<file path="src/rtl/cpu_io_pkg.sv">
// Shared types and constants for the cpu_io_host responder.
package cpu_io_pkg;

  localparam int DATA_W = 8;
  localparam logic [DATA_W-1:0] OUT_COUNT_MAX = 8'd255;

  typedef enum logic [2:0] {
    ST_IDLE   = 3'd0,
    ST_SETUP  = 3'd1,
    ST_PULSE  = 3'd2,
    ST_ACK    = 3'd3,
    ST_HALTED = 3'd4
  } state_e;

endpackage

</file>
<file path="src/rtl/cpu_io_fifo.sv">
// Power-of-two circular FIFO with occupancy count; pushes while full and pops while empty are ignored.
module cpu_io_fifo #(
  parameter int DEPTH = 8,
  parameter int WIDTH = 8
) (
  input  logic                   clk,
  input  logic                   rst_n,
  input  logic                   push_i,
  input  logic [WIDTH-1:0]       wdata_i,
  input  logic                   pop_i,
  output logic [WIDTH-1:0]       rdata_o,
  output logic [$clog2(DEPTH):0] count_o,
  output logic                   full_o,
  output logic                   empty_o
);

  localparam int PW = $clog2(DEPTH);
  localparam logic [PW-1:0] PTR_ONE = PW'(1);
  localparam logic [PW:0]   CNT_ONE = (PW + 1)'(1);
  localparam logic [PW:0]   CNT_MAX = (PW + 1)'(DEPTH);

  logic [WIDTH-1:0] mem_q [DEPTH];
  logic [PW-1:0]    wr_ptr_q, wr_ptr_d;
  logic [PW-1:0]    rd_ptr_q, rd_ptr_d;
  logic [PW:0]      count_q, count_d;
  logic             wr_ok, rd_ok;

  assign full_o  = (count_q == CNT_MAX);
  assign empty_o = (count_q == '0);
  assign count_o = count_q;
  assign rdata_o = mem_q[rd_ptr_q];

  assign wr_ok = push_i & ~full_o;
  assign rd_ok = pop_i & ~empty_o;

  always_comb begin
    wr_ptr_d = wr_ptr_q;
    rd_ptr_d = rd_ptr_q;
    count_d  = count_q;
    if (wr_ok) wr_ptr_d = wr_ptr_q + PTR_ONE;
    if (rd_ok) rd_ptr_d = rd_ptr_q + PTR_ONE;
    case ({wr_ok, rd_ok})
      2'b10:   count_d = count_q + CNT_ONE;
      2'b01:   count_d = count_q - CNT_ONE;
      default: count_d = count_q;
    endcase
  end

  always_ff @(posedge clk or negedge rst_n) begin
    if (!rst_n) begin
      wr_ptr_q <= '0;
      rd_ptr_q <= '0;
      count_q  <= '0;
    end else begin
      wr_ptr_q <= wr_ptr_d;
      rd_ptr_q <= rd_ptr_d;
      count_q  <= count_d;
    end
  end

  // Storage needs no reset: entries are only visible after being written.
  always_ff @(posedge clk) begin
    if (wr_ok) mem_q[wr_ptr_q] <= wdata_i;
  end

endmodule

</file>
<file path="src/rtl/cpu_io_host.sv">
// Host-side I/O responder: feeds Nin/enter from a byte queue and captures CPU OUT values.
// Define CPU_IO_OUTLOG_EN to buffer captured outputs in a DEPTH-entry FIFO instead of one register.
//
// state     | meaning
// ST_IDLE   | waiting for cpu_in_req with a queued byte
// ST_SETUP  | Nin driven, enter low for SETUP cycles
// ST_PULSE  | enter high for ENTER_HOLD cycles
// ST_ACK    | waiting for cpu_in_req to drop
// ST_HALTED | CPU halted, absorbing until reset
module cpu_io_host
  import cpu_io_pkg::*;
#(
  parameter int DEPTH      = 8,
  parameter int ENTER_HOLD = 4,
  parameter int SETUP      = 1
) (
  input  logic                   clock,
  input  logic                   reset,
  input  logic [DATA_W-1:0]      host_data,
  input  logic                   host_push,
  output logic [$clog2(DEPTH):0] fifo_count,
  output logic                   fifo_full,
  output logic                   overflow,
  input  logic                   cpu_in_req,
  output logic [DATA_W-1:0]      Nin,
  output logic                   enter,
  output logic                   starved,
  input  logic                   cpu_out_strobe,
  input  logic [DATA_W-1:0]      cpu_Nout,
  input  logic                   cpu_halt,
  output logic [DATA_W-1:0]      out_data,
  output logic                   out_valid,
  input  logic                   out_pop,
  output logic [DATA_W-1:0]      out_count,
  output logic                   done
);

  localparam int TMAX  = (SETUP > ENTER_HOLD) ? SETUP : ENTER_HOLD;
  localparam int TMR_W = (TMAX > 2) ? $clog2(TMAX) : 1;
  localparam logic [TMR_W-1:0] SETUP_LAST = TMR_W'((SETUP > 0) ? SETUP - 1 : 0);
  localparam logic [TMR_W-1:0] HOLD_LAST  = TMR_W'(ENTER_HOLD - 1);
  localparam logic [TMR_W-1:0] TMR_ONE    = TMR_W'(1);

  state_e            state_q, state_d;
  logic [TMR_W-1:0]  tmr_q, tmr_d;
  logic [DATA_W-1:0] nin_q, nin_d;
  logic              overflow_q, overflow_d;
  logic [DATA_W-1:0] out_count_q, out_count_d;
  logic              done_q, done_d;

  logic              in_pop;
  logic [DATA_W-1:0] in_rdata;
  logic              in_full, in_empty;

  cpu_io_fifo #(
    .DEPTH (DEPTH),
    .WIDTH (DATA_W)
  ) u_in_fifo (
    .clk     (clock),
    .rst_n   (reset),
    .push_i  (host_push),
    .wdata_i (host_data),
    .pop_i   (in_pop),
    .rdata_o (in_rdata),
    .count_o (fifo_count),
    .full_o  (in_full),
    .empty_o (in_empty)
  );

  assign fifo_full = in_full;
  assign Nin       = nin_q;
  assign enter     = (state_q == ST_PULSE);
  assign starved   = (state_q == ST_IDLE) & cpu_in_req & in_empty;
  assign overflow  = overflow_q;
  assign out_count = out_count_q;
  assign done      = done_q;

  // Halt overrides every transition, including a pop that would otherwise start a handshake.
  always_comb begin
    state_d = state_q;
    tmr_d   = tmr_q;
    nin_d   = nin_q;
    in_pop  = 1'b0;
    if (cpu_halt) begin
      state_d = ST_HALTED;
    end else begin
      case (state_q)
        ST_IDLE: begin
          if (cpu_in_req && !in_empty) begin
            in_pop = 1'b1;
            nin_d  = in_rdata;
            if (SETUP == 0) begin
              state_d = ST_PULSE;
              tmr_d   = HOLD_LAST;
            end else begin
              state_d = ST_SETUP;
              tmr_d   = SETUP_LAST;
            end
          end
        end
        ST_SETUP: begin
          if (tmr_q == '0) begin
            state_d = ST_PULSE;
            tmr_d   = HOLD_LAST;
          end else begin
            tmr_d = tmr_q - TMR_ONE;
          end
        end
        ST_PULSE: begin
          if (tmr_q == '0) state_d = ST_ACK;
          else             tmr_d   = tmr_q - TMR_ONE;
        end
        ST_ACK: begin
          if (!cpu_in_req) state_d = ST_IDLE;
        end
        ST_HALTED: state_d = ST_HALTED;
        default:   state_d = ST_IDLE;
      endcase
    end
  end

`ifdef CPU_IO_OUTLOG_EN
  logic              log_full, log_empty;
  logic [DATA_W-1:0] log_rdata;
  logic [$clog2(DEPTH):0] log_count;

  cpu_io_fifo #(
    .DEPTH (DEPTH),
    .WIDTH (DATA_W)
  ) u_out_fifo (
    .clk     (clock),
    .rst_n   (reset),
    .push_i  (cpu_out_strobe),
    .wdata_i (cpu_Nout),
    .pop_i   (out_pop),
    .rdata_o (log_rdata),
    .count_o (log_count),
    .full_o  (log_full),
    .empty_o (log_empty)
  );

  assign out_valid  = (log_count != '0);
  assign out_data   = log_empty ? '0 : log_rdata;
  assign overflow_d = overflow_q | (host_push & in_full) | (cpu_out_strobe & log_full);
`else
  logic [DATA_W-1:0] out_data_q, out_data_d;
  logic              out_valid_q, out_valid_d;

  // A fresh strobe wins over a simultaneous pop so the new byte is never lost.
  always_comb begin
    out_data_d  = out_data_q;
    out_valid_d = out_valid_q;
    if (cpu_out_strobe) begin
      out_data_d  = cpu_Nout;
      out_valid_d = 1'b1;
    end else if (out_pop) begin
      out_valid_d = 1'b0;
    end
  end

  always_ff @(posedge clock or negedge reset) begin
    if (!reset) begin
      out_data_q  <= '0;
      out_valid_q <= 1'b0;
    end else begin
      out_data_q  <= out_data_d;
      out_valid_q <= out_valid_d;
    end
  end

  assign out_data   = out_data_q;
  assign out_valid  = out_valid_q;
  assign overflow_d = overflow_q | (host_push & in_full);
`endif

  always_comb begin
    out_count_d = out_count_q;
    if (cpu_out_strobe && (out_count_q != OUT_COUNT_MAX)) out_count_d = out_count_q + 8'd1;
    done_d = done_q | cpu_halt;
  end

  always_ff @(posedge clock or negedge reset) begin
    if (!reset) begin
      state_q     <= ST_IDLE;
      tmr_q       <= '0;
      nin_q       <= '0;
      overflow_q  <= 1'b0;
      out_count_q <= '0;
      done_q      <= 1'b0;
    end else begin
      state_q     <= state_d;
      tmr_q       <= tmr_d;
      nin_q       <= nin_d;
      overflow_q  <= overflow_d;
      out_count_q <= out_count_d;
      done_q      <= done_d;
    end
  end

endmodule

</file>
<file path="config.mk">
export PLATFORM = sky130hd
export DESIGN_NAME = cpu_io_host
export DESIGN_NICKNAME = d
export VERILOG_FILES = /design/src/rtl/cpu_io_pkg.sv /design/src/rtl/cpu_io_fifo.sv /design/src/rtl/cpu_io_host.sv
export SDC_FILE = /design/constraint.sdc
export NUM_CORES = 1
export LEC_CHECK = 0
export ABC_AREA = 1
export ABC_CLOCK_PERIOD_IN_PS = 5450
export CAP_MARGIN = 20
export CELL_PAD_IN_SITES_DETAIL_PLACEMENT = 0
export CELL_PAD_IN_SITES_GLOBAL_PLACEMENT = 1
export CORE_ASPECT_RATIO = 2
export CORE_UTILIZATION = 25
export CTS_BUF_LIST = sky130_fd_sc_hd__clkbuf_8
export DETAILED_ROUTE_END_ITERATION = 6
export PLACE_DENSITY_LB_ADDON = 0.1
export SYNTH_ARGS = -nofsm -noshare
export SYNTH_HDL_FRONTEND = slang
export SYNTH_SLANG_ARGS = --single-unit
export TNS_END_PERCENT = 20
</file>
<file path="constraint.sdc">
create_clock -name clock -period 5.45 [get_ports clock]
set_input_delay 1.09 -clock clock [delete_from_list [all_inputs] [get_ports clock]]
set_output_delay 1.09 -clock clock [all_outputs]
set_load 0.01 [all_outputs]
</file>
== After elaboration in Yosys (flattened, before gate mapping) ==
Memory sizes are Yosys's and may differ from the RTL's. A register that Yosys moved wholly into a read port is not among the register bits.
Index checks and enable logic that the tools add are counted.

* Add/sub/neg operators: 6
* Equality and inequality tests: 14
* Mux-type cells: 18
* Bitwise logic cells: 10
* Reduce and logical (&&, ||, !) cells: 13

{| class="wikitable"
|+ Operator list
! kind !! number
|-
| $mux 3 || 5
|-
| $pmux 3 s5 || 1
|-
| $add 8x1->8 const B || 1
|-
| $ne 8x8->1 const B || 1
|-
| $pmux 4 s2 || 1
|-
| $reduce_and 4->1 || 2
|-
| $mux 1 || 7
|-
| $add 3x1->3 const B || 2
|-
| $eq 3x2->1 const B || 2
|-
| $mux 2 || 3
|-
| $ne 3x3->1 const B || 2
|-
| $pmux 2 s3 || 1
|-
| $and 1x1->1 || 5
|-
| $add 4x1->4 const B || 1
|-
| $eq 4x4->1 const B || 1
|-
| $logic_not 4->1 || 1
|-
| $reduce_bool 2->1 || 2
|-
| $sub 4x1->4 const B || 1
|-
| $eq 3x1->1 const B || 1
|-
| $eq 3x3->1 const B || 1
|-
| $logic_not 3->1 || 1
|-
| $ne 3x1->1 const B || 1
|-
| $ne 3x2->1 const B || 1
|-
| $not 1->1 || 3
|-
| other kinds (11) || 14
|}

* Flip-flop bits (word level): 34
* Memory bits (writable): 64
* Bits of input ports: 23
* Output and inout port bits: 34
* Memories kept: 1

{| class="wikitable"
|+ Memories
! name !! words !! width !! read ports !! clocked after Yosys merged registers in !! write ports !! line !! text
|-
| u_in_fifo.mem_q || 8 || 8 || 1 || 1 || 1 || cpu_io_fifo.sv:22 || <nowiki>logic [WIDTH-1:0] mem_q [DEPTH];</nowiki>
|}

== Longest topological paths before layout ==
Gate-level depths: netlist of run 1.

* Depth after elaboration: 9
* Depth in mapped cells: 15
* Mapped depth without buffers: 14

== Cells and area by module ==
Synthesis of run 1 repeated with hierarchy kept, for this count alone.

* Cell total of the unflattened synthesis: 542
* Area, all modules: 4921.0 um^2

{| class="wikitable"
|+ By module, submodules not included
! module !! times used !! cells an instance !! area each (um^2) !! seq. area each (um^2)
|-
| cpu_io_fifo || 1 || 357 || 3399.5 || 2172.1
|-
| cpu_io_host || 1 || 185 || 1521.5 || 800.8
|}

== Worst setup path after synthesis of run 1 ==
OpenSTA, ideal clock, no wires.

* Path kind: input-to-reg
* Start: in cpu_halt
* End: reg u_in_fifo.count_q[2] (netlist: u_in_fifo.count_o[2])
* Library setup time: 129 ps
* Data arrival time: 2412 ps
* Required time: 5321 ps
* Path slack: 2909 ps
* Stages on the path: 12
* Buffers on the path: 1
* Cell sequence: nor2_4 > nand3_4 > clkinv_2 > buf_12 > ha_1 > nand2_1 > inv_1 > nor2_1 > ha_1 > a21oi_1 > xor2_1 > o21ai_0

* Word-level cells in the longest chain between the ends: 4
* Elaborated cells between the ends (all ways): 6

{| class="wikitable"
|+ Ends and longest elaborated chain
! item !! line !! text
|-
| start: declaration || cpu_io_host.sv:30 || <nowiki>input logic cpu_halt,</nowiki>
|-
| $mux 1 * || cpu_io_host.sv:84 || <nowiki>if (cpu_halt) begin</nowiki>
|-
| $and 1x1->1 * || cpu_io_fifo.sv:34 || <nowiki>assign rd_ok = pop_i & ~empty_o;</nowiki>
|-
| via u_in_fifo.rd_ok || cpu_io_fifo.sv:26 || <nowiki>logic wr_ok, rd_ok;</nowiki>
|-
| $eq 2x1->1 / $eq 2x2->1 (equally long branches) || cpu_io_fifo.sv:42 || <nowiki>case ({wr_ok, rd_ok})</nowiki>
|-
| $pmux 4 s2 / $reduce_bool 2->1 (equally long branches) || - ||
|-
| end signal: assignment || cpu_io_fifo.sv:57 || <nowiki>count_q <= count_d;</nowiki>
|-
| end: declaration || cpu_io_fifo.sv:25 || <nowiki>logic [PW:0] count_q, count_d;</nowiki>
|}

The timed path passes the listed nets; every way through them passes the cells marked *.
A chain may end at the register's enable or synchronous reset.

== Worst setup path in the final report of run 1 ==
* Start: in cpu_in_req
* End: out starved

* Word-level cells in the longest chain between the ends: 2

{| class="wikitable"
|+ Ends and longest elaborated chain
! item !! line !! text
|-
| start: declaration || cpu_io_host.sv:24 || <nowiki>input logic cpu_in_req,</nowiki>
|-
| $and 1x1->1 (2 in a row) || cpu_io_host.sv:73 || <nowiki>assign starved = (state_q == ST_IDLE) & cpu_in_req & in_empty;</nowiki>
|-
| end: declaration || cpu_io_host.sv:27 || <nowiki>output logic starved,</nowiki>
|}

No other way between the ends.

==> results of run 1 <==
==> power by group through the flow <==
stage                     sequential [mW]  combinational, mW  clock, mW
after floorplan                      1.07              0.180          0
after global placement               1.07              0.383          0
after detailed placement             1.07              0.386          0
after CTS                            1.05              0.388      0.486
after global routing                 1.07              0.430      0.513
final                                1.05              0.377      0.460
==> state kept, by name (all words and copies together), names as in the netlist <==
signal,cells
Nin,8
tmr_q,2
state_q,3
u_in_fifo.count_o,4
out_data,8
out_valid,1
overflow,1
u_in_fifo.mem_q,64
out_count,8
u_in_fifo.rd_ptr_q,3
u_in_fifo.wr_ptr_q,3
done,1
==> layer usage <==
layer  up-vias  part of all wire (%)  GRT usage (%)
li1       1581                     -              -
met3        19                   2.8           2.38
met2        69                    58           25.8
met4         0                   3.4           7.30
met1      1526                    35           12.4
met5         -                     0              0
==> kinds of logic (layout without fill, tap and decap cells) <==
| group | after synthesis | in the layout | synth area share [%] |
|---|---|---|---|
| xor+xnor | 11 | 11 | 2.10 |
| buf+inv | 43 | 104 | 4.07 |
| fa+ha+maj | 7 | 7 | 1.91 |
| flops | 106 | 106 | 64.8 |
| simple gates | 232 | 232 | 21.7 |
| compound gates | 48 | 48 | 5.35 |
==> cell usage in the layout, fill, tap and decap left out, types with 3 or more instances in the layout <==
master | Yosys | final
clkdlybuf4s50_1 | 0 | 55
dfrtp_1 | 42 | 42
nand3_1 | 29 | 29
nand2_1 | 105 | 105
xnor2_1 | 6 | 6
xor2_1 | 5 | 5
clkinvlp_4 | 0 | 3
nor2_1 | 82 | 82
edfxtp_1 | 64 | 64
nand3_2 | 9 | 9
ha_1 | 7 | 7
inv_1 | 26 | 26
clkbuf_8 | 0 | 9
o21ai_0 | 43 | 43
==> layout make-up <==
| type | instances | area (um2) | share of cell area [%] |
|---|---|---|---|
| Clock buffer | 9 | 124 | 2.24 |
| Clock inverter | 7 | 62.6 | 1.13 |
| Inverter | 30 | 114 | 2.06 |
| Multi-Input combinational cell | 298 | 1430 | 25.7 |
| Sequential cell | 106 | 2970 | 53.7 |
| Tap cell | 213 | 267 | 4.81 |
| Timing Repair Buffer | 58 | 571 | 10.3 |
==> critical path, stage by stage <==
cell and delay, ns:
clkdlybuf4s50_1 0.57, nand2_1 0.08, nor2_1 0.09, clkdlybuf4s50_1 0.54
==> how the worst min path moves through the flow <==
stage / to / slack [ns] / depth (start not counted)
after floorplan: tmr_q[0] / 0.45 / 2
after global placement: overflow / 0.45 / 1
after detailed placement: overflow / 0.45 / 1
after CTS: overflow / 0.47 / 1
after global routing: overflow / 0.50 / 1
final: overflow / 0.47 / 1
==> stage by stage <==
stage | worst slack, ns | utilization, % | instance area, um2
global route | 1.92 | 31.0 | 5540
floorplan | 2.91 | - | 4580
CTS | 2.00 | 31.0 | 5540
detailed placement | 2.01 | 29.9 | 5350
global placement | 2.00 | 29.9 | 5350
finish | 1.99 | 31.0 | 5540
==> impl_metrics.ini, run 1 <==
[clock_network]
cts_hold_buf = 0
cts_setup_buffers = 0
cts_num_sinks = 106
worstSkewPairLatency_ns = 0.38
clk_path_buf_depth = 2
cts_made_buffers = 9
cts_resized = 0
tritoncts = done
cts_root_buffer = clkbuf_8
htreeDepth = 3
clkTransAtPathRegs_ns = 0.10

[timing]
min_period_ns = 3.46
report.final.slew_viol_count = 0
slew_headroom_pct = 29.3
period_share_pct = 63.5
setup_viol = 0
grt_setup_unrepaired = no
final-hold-violation-count = 0
clock_skew_ns = 0.0151
max_freq_ghz = 0.289
worst_pin_slew_ns = 1.06
hold_ws_ns = 0.474
fin_setup_tns_ns = 0

[worst_setup_path]
r2r_end = u_in_fifo.count_o[2]
rrSetupSlack_ns = 2.87
reg2reg_depth = 11
r2r-start = u_in_fifo.count_o[1]
cp-start-kind = input pin
arrival_ns = 2.37
end_kind = primary output
crit_start = cpu_in_req
path_max_fanout = 4
cp.required_ns = 4.36
worstSetupPathType = in2out
crit_end = starved

[cells_and_area]
diodes = 0
drive_gt1_share_pct = 7.09
nNetsFinal = 533
syn_to_final_growth_pct = 20.7
layout.cells.non_filler = 721
fill_cells = 1861

[synth]
synth_nets = 477
ys_async_sr_fraction_pct = 39.6
postSynthCellCount = 447
ys_ff_latch = 106
synthTopCellsByArea = edfxtp_1, dfrtp_1, nand2_1
yosysTopAreaCellShare_pct = 41.9
synth_largest_area_cell = edfxtp_1
ys_top_cells_by_count = nand2_1, nor2_1, edfxtp_1
synth-main-ff-cell = edfxtp_1
syn_area_mm2 = 0.00458
ys_warn_count = 0
synth_edf_count = 64
ys_seq_area_share_pct = 64.8
synthMostInstantiatedCell = nand2_1
ys_types = 27
syn_area_per_cell_um2 = 10.3

[floorplan]
fp.dieW_um = 97.8
fp.dieArea_mm2 = 0.0189
core.rowCount = 69
core_region_area_mm2 = 0.0179
die_h_um = 194
ios = 57
start_util_pct = 25.7

[pwr]
peakVddDrop_uv = 180
p_clk_share_pct = 24.4
internal_power_mw = 1.31
pwr_density_cell_mw_per_mm2 = 341
switching_power_uw = 574
power_mw = 1.89
p_sw_share_pct = 30.4
p_seq_share_pct = 55.7
power_leakage_nw = 2.19
pwr-share-comb_pct = 20.0

[status]
status = complete, but fails checks
violations = DRC

[global_routing]
grt_max_degree = 43
gr-total-overflow = 0
grt_pass1_vias = 3377
antenna_found_initial = 0
grt_use_total_pct = 13.1
grt_first_pass_wirelength_um = 18100

[place]
finalWeightedCongestion = 0.712
placedCellCount = 705
dp_hpwl_um = 8230
port_buffers = 56

[detailed_routing]
firstDrtPassIters = 6
drc = 2
routed_wl_um = 11500
routed_via_density = 4.43
drtAntennaViolNets = 0
routed-via-count = 3195
drtIter0Drc = 92
wl_per_cell_um = 15.9

[job]
maxCapViolCount = 0

[hold_path]
worstHoldStart = overflow
hold_path.class = reg2reg
Note: power is estimated with default switching activity, not from simulation.
==> run 2: changes to the inputs <==
ABC_CLOCK_PERIOD_IN_PS = 3600   (was 5450)
clock period = 3.6 ns   (was 5.45 ns; I/O delays follow)
==> run 2 against run 1 <==
The run still ends with DRC left. Die area did not move. Largest cell class unchanged. First-iteration DRC count rose by 13%. Power rose by 58%. Largest power group unchanged. Register-to-register slack got worse by 1.5 ns.
==> impl_metrics.ini, run 2 (same netlist as run 1, synthesis figures left out) <==
[worst_setup_path]
path_max_fanout = 4
cp-start-kind = input pin
arrival_ns = 2.00
end_kind = primary output
cp.required_ns = 2.88
worstSetupPathType = in2out
rrSetupSlack_ns = 1.38

[place]
port_buffers = 56
placedCellCount = 716
finalWeightedCongestion = 0.719
dp_hpwl_um = 8740

[global_routing]
grtUsageMet1_pct = 12.2
gr-usage-met3_pct = 2.46
grt_util_met2_pct = 27.2
grt_pass1_vias = 3385
antenna_found_initial = 0
grt_first_pass_wirelength_um = 18500
busiest_layer = met2
gr-total-overflow = 0
grt_max_degree = 34
grt_use_total_pct = 13.4

[timing]
period_share_pct = 75.6
report.final.slew_viol_count = 0
final-hold-violation-count = 0
min_period_ns = 2.72
grt_setup_unrepaired = no
fin_setup_tns_ns = 0
worst_pin_slew_ns = 0.968
max_freq_ghz = 0.367
setup_viol = 0
slew_headroom_pct = 35.4
clock_skew_ns = 0.0192

[cells_and_area]
seq_area_mm2 = 0.00297
final_common_cell = nand2_1
layout_common_cells = nand2_1, nor2_1, edfxtp_1
fill_cells = 1834
multi_input_area_mm2 = 0.00143
largest_reg_flops = 64
regMostFlops = u_in_fifo.mem_q
drive_gt1_share_pct = 8.67
layout.cells.non_filler = 732
diodes = 0
syn_to_final_growth_pct = 23.1
nNetsFinal = 544

[detailed_routing]
routed-via-count = 3192
routed_via_density = 4.36
routed_wl_um = 11900
drc = 2
wl_per_cell_um = 16.2
firstDrtPassIters = 6
drtAntennaViolNets = 0
drtIter0Drc = 104

[clock_network]
tritoncts = done
cts_made_buffers = 9
cts_resized = 0
cts_hold_buf = 0
cts_root_buffer = clkbuf_8
clk_path_buf_depth = 2
htreeDepth = 3
cts_num_sinks = 106
worstSkewPairLatency_ns = 0.38
clkTransAtPathRegs_ns = 0.10
cts_setup_buffers = 0

[floorplan]
ios = 57
fp.dieW_um = 97.8
fp.dieArea_mm2 = 0.0189
start_util_pct = 25.7
die_h_um = 194
core.rowCount = 69
core_region_area_mm2 = 0.0179

[pwr]
power_leakage_nw = 2.28
peakVddDrop_uv = 344
pwr_density_cell_mw_per_mm2 = 527

[hold_path]
hold_path.class = in2async

[job]
maxCapViolCount = 0

[status]
status = complete, but fails checks
violations = DRC
run 2: cell types whose count changed in the layout (fill, tap and decap cells not counted):
cell / change
inv_1: +2
bufinv_16: +2
clkinv_2: +2
inv_8: -2
clkinvlp_4: -3
buf_4: +11
clkinv_4: -1
run 2: power breakdown:
group / switching (mW) / leakage [nW] / internal, mW
Combinational: 0.329 / 1.06 / 0.269
Clock: 0.397 / 0.116 / 0.386
Sequential: 0.116 / 1.11 / 1.48
Total: 0.842 / 2.28 / 2.13
run 2: layout make-up:
class	instances	share of cell area (%)
multi-input combinational	298	25.3
sequential	106	52.7
clock buffer	9	2.20
clock inverter	7	1.53
tap	213	4.72
inverter	30	2.02
timing repair buffer	69	11.6
run 2: metal layers:
layer	wire [um]	up-vias
met3	328	14
met5	0	-
met1	4240	1511
met2	6970	66
met4	343	0
li1	-	1601
run 2: final timing paths:
path | cells after the start | startpoint | to
min in group clock | 1 | overflow | overflow
max reg2reg | 11 | u_in_fifo.count_o[1] | u_in_fifo.count_o[2]
min reg2reg | 1 | overflow | overflow
max | 4 | cpu_in_req | starved
max in group asynchronous | 2 | reset | u_in_fifo.count_o[2]
min | 1 | reset | Nin[7]
run 2: per-stage QoR:
step                      power [mW]  cell area [um2]  hold slack (ns)  setup WS, ns  utilization, %
final                           2.97             5640            0.332         0.877            31.6
after global placement          2.23             5430            0.448         0.872            30.4
after global routing            3.15             5640            0.358         0.825            31.6
after floorplan                 1.90             4580            0.424          1.43               -
after CTS                       3.03             5640            0.355         0.883            31.6
after detailed placement        2.23             5430            0.447         0.865            30.4
run 2: worst max-delay path, stage by stage:
cell and delay, ns:
clkdlybuf4s50_1 0.57, nand2_1 0.08, nor2_1 0.10, clkdlybuf4s50_1 0.54
